**src/rtl/piso_serializer_pkg.sv**
```systemverilog
// Shared definitions for the PISO serializer and its downstream SIPO stage.
package piso_serializer_pkg;

  localparam int unsigned DEFAULT_WIDTH = 8;
  localparam logic DEFAULT_IDLE_BIT = 1'b0;

  typedef enum logic {
    IDLE,
    SHIFT
  } state_e;

endpackage

```
**src/rtl/piso_serializer_if.sv**
```systemverilog
// Word-in / bit-out bus of the PISO serializer; slave is the serializer side.
interface piso_serializer_if #(
  parameter int unsigned WIDTH = piso_serializer_pkg::DEFAULT_WIDTH
);

  logic [WIDTH-1:0] din;
  logic             din_valid;
  logic             din_ready;
  logic             sout;
  logic             sout_valid;
  logic             frame_start;
  logic             frame_end;
  logic             busy;

  modport master (
    output din, din_valid,
    input  din_ready, sout, sout_valid, frame_start, frame_end, busy
  );

  modport slave (
    input  din, din_valid,
    output din_ready, sout, sout_valid, frame_start, frame_end, busy
  );

endinterface

```
**src/rtl/piso_serializer.sv**
```systemverilog
// Parallel-in/serial-out stage: one-word holding buffer feeding an MSB-first
// shifter, so back-to-back words leave as one contiguous bit stream.
module piso_serializer
  import piso_serializer_pkg::*;
#(
  parameter int unsigned WIDTH    = DEFAULT_WIDTH,
  parameter logic        IDLE_BIT = DEFAULT_IDLE_BIT
) (
  input logic              clk,
  input logic              rst,
  piso_serializer_if.slave bus
);

  localparam int unsigned CNT_W = $clog2(WIDTH);
  localparam logic [CNT_W-1:0] LAST_BIT = CNT_W'(WIDTH - 1);

  state_e           state_q, state_d;
  logic [WIDTH-1:0] hold_q, hold_d;
  logic             holdFull_q, holdFull_d;
  logic [WIDTH-1:0] shreg_q, shreg_d;
  logic [CNT_W-1:0] bitCnt_q, bitCnt_d;
  logic             load;
  logic             accept;

  always_ff @(posedge clk or posedge rst) begin
    if (rst) begin
      state_q    <= IDLE;
      hold_q     <= '0;
      holdFull_q <= 1'b0;
      shreg_q    <= '0;
      bitCnt_q   <= '0;
    end else begin
      state_q    <= state_d;
      hold_q     <= hold_d;
      holdFull_q <= holdFull_d;
      shreg_q    <= shreg_d;
      bitCnt_q   <= bitCnt_d;
    end
  end

  // Accept and load never coincide: a load needs a full buffer, which holds ready low.
  always_comb begin
    state_d    = state_q;
    hold_d     = hold_q;
    holdFull_d = holdFull_q;
    shreg_d    = shreg_q;
    bitCnt_d   = bitCnt_q;
    load       = 1'b0;
    accept     = bus.din_valid && !holdFull_q;

    case (state_q)
      IDLE: begin
        if (holdFull_q) begin
          load = 1'b1;
        end
      end
      SHIFT: begin
        if (bitCnt_q != LAST_BIT) begin
          shreg_d  = shreg_q << 1;
          bitCnt_d = bitCnt_q + 1'b1;
        end else if (holdFull_q) begin
          load = 1'b1;
        end else begin
          state_d = IDLE;
        end
      end
      default: state_d = IDLE;
    endcase

    if (load) begin
      shreg_d    = hold_q;
      holdFull_d = 1'b0;
      bitCnt_d   = '0;
      state_d    = SHIFT;
    end

    if (accept) begin
      hold_d     = bus.din;
      holdFull_d = 1'b1;
    end
  end

  assign bus.din_ready   = !holdFull_q;
  assign bus.sout        = (state_q == SHIFT) ? shreg_q[WIDTH-1] : IDLE_BIT;
  assign bus.sout_valid  = (state_q == SHIFT);
  assign bus.frame_start = (state_q == SHIFT) && (bitCnt_q == '0);
  assign bus.frame_end   = (state_q == SHIFT) && (bitCnt_q == LAST_BIT);
  assign bus.busy        = (state_q == SHIFT) || holdFull_q;

endmodule

```
**src/flat_wrapper.sv**
```systemverilog
// flat-port wrapper written by rule: the top's interface ports become plain ports
module piso_serializer_flat import piso_serializer_pkg::*;
#(
  parameter int unsigned WIDTH    = DEFAULT_WIDTH,
  parameter logic        IDLE_BIT = DEFAULT_IDLE_BIT
)
  (clk, rst, bus_din, bus_din_valid, bus_din_ready, bus_sout, bus_sout_valid, bus_frame_start, bus_frame_end, bus_busy);
  piso_serializer_if #(.WIDTH(WIDTH)) bus_i ();
  input logic clk;
  input logic rst;
  input wire logic [$bits(bus_i.din)-1:0] bus_din;
  input wire logic [$bits(bus_i.din_valid)-1:0] bus_din_valid;
  output wire logic [$bits(bus_i.din_ready)-1:0] bus_din_ready;
  output wire logic [$bits(bus_i.sout)-1:0] bus_sout;
  output wire logic [$bits(bus_i.sout_valid)-1:0] bus_sout_valid;
  output wire logic [$bits(bus_i.frame_start)-1:0] bus_frame_start;
  output wire logic [$bits(bus_i.frame_end)-1:0] bus_frame_end;
  output wire logic [$bits(bus_i.busy)-1:0] bus_busy;
  assign bus_i.din = bus_din;
  assign bus_i.din_valid = bus_din_valid;
  assign bus_din_ready = bus_i.din_ready;
  assign bus_sout = bus_i.sout;
  assign bus_sout_valid = bus_i.sout_valid;
  assign bus_frame_start = bus_i.frame_start;
  assign bus_frame_end = bus_i.frame_end;
  assign bus_busy = bus_i.busy;
  piso_serializer #(.WIDTH(WIDTH), .IDLE_BIT(IDLE_BIT)) u_core (.clk(clk), .rst(rst), .bus(bus_i));
endmodule
```
**config.mk**
```make
export PLATFORM = sky130hd
export DESIGN_NAME = piso_serializer_flat
export DESIGN_NICKNAME = d
export VERILOG_FILES = /design/src/rtl/piso_serializer_pkg.sv /design/src/rtl/piso_serializer_if.sv /design/src/rtl/piso_serializer.sv /design/src/flat_wrapper.sv
export SDC_FILE = /design/constraint.sdc
export NUM_CORES = 1
export LEC_CHECK = 0
export CORE_MARGIN = 8
export CORE_UTILIZATION = 57
export CTS_BUF_LIST = sky130_fd_sc_hd__clkbuf_8
export DETAILED_ROUTE_END_ITERATION = 8
export GPL_ROUTABILITY_DRIVEN = 0
export PLACE_DENSITY_LB_ADDON = 0.1
export SYNTH_ARGS = -nofsm -noshare
export SYNTH_HDL_FRONTEND = slang
export SYNTH_SLANG_ARGS = --single-unit
export TNS_END_PERCENT = 10
```
**constraint.sdc**
```tcl
create_clock -name clk -period 3.1 [get_ports clk]
set_input_delay 0.62 -clock clk [delete_from_list [all_inputs] [get_ports clk]]
set_output_delay 0.62 -clock clk [all_outputs]
set_load 0.02 [all_outputs]
```
**Word level (Yosys, flattened, before mapping)**

Cells that the tools add are included.

- Register bits after elaboration: 21
- Bits of input ports: 11
- Word-level logic and storage cells: 34

- Add/sub/neg operators: 1
- Eq/ne operators: 2
- Mux-type cells: 15
- Bitwise logic cells: 1
- Reduce and logical (&&, ||, !) cells: 10

Operator list:

| operator | number |
|---|---|
| $mux 8 | 3 |
| $mux 3 | 3 |
| $mux 1 | 8 |
| $reduce_bool 2->1 | 3 |
| $add 3x1->3 const B | 1 |
| $eq 3x3->1 const B | 1 |
| $logic_and 1x1->1 | 3 |
| $logic_not 3->1 | 1 |
| $ne 3x3->1 const B | 1 |
| $pmux 1 s2 | 1 |
| $reduce_and 2->1 | 1 |
| $logic_not 1->1 | 1 |
| $logic_or 1x1->1 | 1 |
| $not 1->1 | 1 |

**Depth between registers and ports, before layout**

- Depth after elaboration: 5
- Depth in mapped cells: 6
- Gate-level depth less buffers: 5

**Least setup slack after synthesis**

No wires, ideal clock.

- Path kind: register to output
- Start: register u_core.bitCnt_q[0]
- End: output port bus_frame_end
- Data arrival time: 0.932 ns
- Required time: 2.480 ns
- Setup slack: 1.548 ns
- Stages on the path, launching flop included: 4
- Buffers on the path: 0
- Cells stage by stage: dfrtp_1 -> ha_1 -> ha_1 -> and2_1

- Longest elaborated chain between the ends: 2

RTL lines:

| what | line | source |
|---|---|---|
| from (decl) | piso_serializer.sv:21 | `logic [CNT_W-1:0] bitCnt_q, bitCnt_d;` |
| from (signal assigned) | piso_serializer.sv:37 | `bitCnt_q <= bitCnt_d;` |
| $eq 3x3->1 | piso_serializer.sv:87 | `assign bus.frame_end = (state_q == SHIFT) && (bitCnt_q == LAST_BIT);` |
| $logic_and 1x1->1 | piso_serializer.sv:87 |  |
| to (decl) | flat_wrapper.sv:17 | `output wire logic [$bits(bus_i.frame_end)-1:0] bus_frame_end;` |

Every way passes these cells.

**Worst setup path in the final report**

- Start: register u_core.holdFull_q
- End: output port bus_busy

- Longest elaborated chain between the ends: 1

RTL lines:

| what | line | source |
|---|---|---|
| from (decl) | piso_serializer.sv:19 | `logic holdFull_q, holdFull_d;` |
| from (signal assigned) | piso_serializer.sv:35 | `holdFull_q <= holdFull_d;` |
| $logic_or 1x1->1 | piso_serializer.sv:88 | `assign bus.busy = (state_q == SHIFT) \|\| holdFull_q;` |
| to (decl) | flat_wrapper.sv:18 | `output wire logic [$bits(bus_i.busy)-1:0] bus_busy;` |

Every way passes these cells.

==> flow_metrics.tcl <==
set metrics [dict create \
    synth_edf_count 0 \
    finalCritPeriodShare_pct 78.0 \
    n_antenna_cell 0 \
    syn2layout_area_growth_pct 20.2 \
    ys_seq_elements 21 \
    required_ns 2.48 \
    synth_compound_area_share_pct 6.22 \
    vias 585 \
    postLayoutCoreUtil_pct 70.3 \
    cts-root-buf "clkbuf_8" \
    wl_um 1650 \
    synth_simple_gate_area_share_pct 9.84 \
    yosysWarnings 0 \
    endpoint_kind "primary output" \
    power.internal_uw 734 \
    crit_arrival_ns 1.80 \
    clockPowerShare_pct 15.9 \
    routedWlPerCell_um 14.8 \
    pwr-share-comb_pct 40.0 \
    clk_path_buf_depth 2 \
    seq_power_share_pct 44.2 \
    period_minus_slack_ns 2.42 \
    cp_slowest_cell "dfrtp_1" \
    max_clock_freq_mhz 414 \
    core_um2 1650 \
    status "finished, final reports clean" \
    route.detailed.drc 0 \
    netlist_area_um2 966 \
    avgSynthCellArea_um2 12.4 \
    synthArstFlopShare_pct 100 \
    p_per_area_nw_per_um2 968 \
    cp_cell_sequence "or2_2 > clkdlybuf4s50_1" \
    synth_cell_type_count 19 \
    crit_type "reg -> out" \
    cts_tree "built" \
    hold_violations 0 \
    dieArea_um2 3270 \
    setup_slack_ns 0.682 \
    io_buffers 16 \
    finalSetupViolations 0 \
    hold_buffers 0 \
    drive_gt1_share_pct 14.9 \
    die_w_um 57.2 \
    synth_cells 78 \
    cp_slowest_stage_delay_ns 0.73 \
    ioPinCount 17 \
    peakVddDrop_v 0.000670 \
    final_net_count 109 \
    worst_pin_slew_ns 0.762 \
    post_cts_buffers 0 \
    setup-tns-final_ns 0 \
    synth_top_family_by_area "multiplexers" \
    post-dp-hpwl_um 1130 \
    final_cell_mix "dfrtp_1, clkdlybuf4s50_1, nand2_1, mux2i_1, mux2_4" \
    initial_utilization_pct 58.5 \
    avgViaCountPerCell 5.27 \
    ant_nets 0 \
    maxCapViolCount 0 \
    startpoint_type "flip-flop" \
    rsz0062_at_grt "false" \
    grt_pass1_vias 608 \
    cts_resized 0 \
    antenna_found_initial 0 \
    detail_route.first_pass.iterations 3 \
    cts_htree_levels 1 \
    cts_made_buffers 3 \
    grt_first_pass_wirelength_um 2910 \
    clk_pin_slew_ns 0.08 \
    die_h_um 57.2 \
    finalMaxSlewViolations 0 \
    skew_ns 0.00672 \
    rows 15 \
    dp_slack_ns 0.983 \
    hold_path_class "reg -> reg" \
    switchingPower_uw 390 \
    synth_seq_area_share_pct 54.4 \
    p_sw_share_pct 34.7 \
    relSlewSlack_pct 49.1 \
    clock-sinks 21 \
    crit_fanout 14 \
    synth_fa_ha_area_share_pct 3.89 \
    grt_max_degree 23 \
    synthMuxAreaShare_pct 20.7 \
    grt.total_usage_pct 11.4 \
    grt_overflow 0 \
    syn-num-nets 92 \
    ys.flop_type "dfrtp_1" \
    layout_commonest_cell "dfrtp_1" \
    hold_slack_ns 0.492 \
    leakage_uw 0.000567 \
    insertion_delay_ns 0.26 \
    synth_xor_area_share_pct 0 \
    drt-initial-drc-count 7 \
]
==> per-layer routing <==
layer,part of all wire (%),global-route usage [%],up-vias
li1,-,-,291
met1,44,13.6,274
met2,45,16.3,15
met5,0,0,-
met3,8.2,5.54,5
met4,2.6,6.04,0
==> layout make-up <==
class | count | area [um^2]
flip-flops and latches | 21 | 526
fillers | 134 | 490
multi-input cells | 49 | 393
repair buffers | 16 | 160
clock buffers | 3 | 41.3
well taps | 17 | 21.3
inverters | 4 | 15.0
clock inverters | 1 | 5.00
==> worst paths after layout <==
kind,start,depth (start not counted),slack (ns),endpoint
setup reg to reg,u_core.bitCnt_q[0]$_DFFE_PP0P_,5,1.34,u_core.bitCnt_q[0]$_DFFE_PP0P_
max in group asynchronous,rst,2,1.83,u_core.holdFull_q$_DFFE_PP0P_
hold reg to reg,u_core.shreg_q[6]$_DFFE_PP0P_,2,0.49,u_core.shreg_q[7]$_DFFE_PP0P_
min in group asynchronous,rst,2,0.79,u_core.bus.sout_valid$_DFF_PP0_
setup / recovery,u_core.holdFull_q$_DFFE_PP0P_,2,0.68,bus_busy
hold / removal,u_core.shreg_q[6]$_DFFE_PP0P_,2,0.49,u_core.shreg_q[7]$_DFFE_PP0P_
==> cell usage after synthesis, drive strengths merged, types with 2 or more instances <==
cell | instances | area share, %
mux2 | 8 | 12
dfrtp | 21 | 54
ha | 3 | 3.9
o21ai | 9 | 4.7
inv | 4 | 1.6
and2 | 2 | 1.3
or2 | 2 | 1.3
mux2i | 8 | 8.3
nand2 | 11 | 4.3
buf | 4 | 3.4
==> cell families (layout without fill, tap and decap cells) <==
kind of cell	after synthesis	count (layout)
AO/OA/AOI/OAI	11	11
adder cells (fa/ha/maj)	3	3
buffers and inverters	8	24
flip-flops	21	21
multiplexers	16	16
AND/OR/NAND/NOR	19	19
==> critical path: cells and delay by family (launching register included) <==
family,cells,cell delay [ns]
DFF,1,0.73
and+or+nand+nor,1,0.21
buffers and inverters,1,0.59
==> flip-flops by register name (all words and copies together), names as in the netlist <==
register and flops:
u_core.shreg_q 8, u_core.bus.sout_valid 1, u_core.bitCnt_q 3, u_core.holdFull_q 1, u_core.hold_q 8
==> metrics by stage <==
stage	total power (uW)	cells	area, um^2
2_1_floorplan	842	78	966
3_3_place_gp	931	107	1110
3_5_place_dp	949	107	1110
4_1_cts	1130	111	1160
5_1_grt	1210	111	1160
6_report	1120	111	1160
==> power by group through the flow <==
stage | registers [uW] | logic, uW | clock network, uW
finish | 497 | 449 | 178
global route | 514 | 508 | 188
CTS | 495 | 456 | 182
detailed placement | 498 | 451 | 0
global placement | 492 | 439 | 0
floorplan | 458 | 384 | 0
Note: power is estimated with default switching activity, not from simulation.
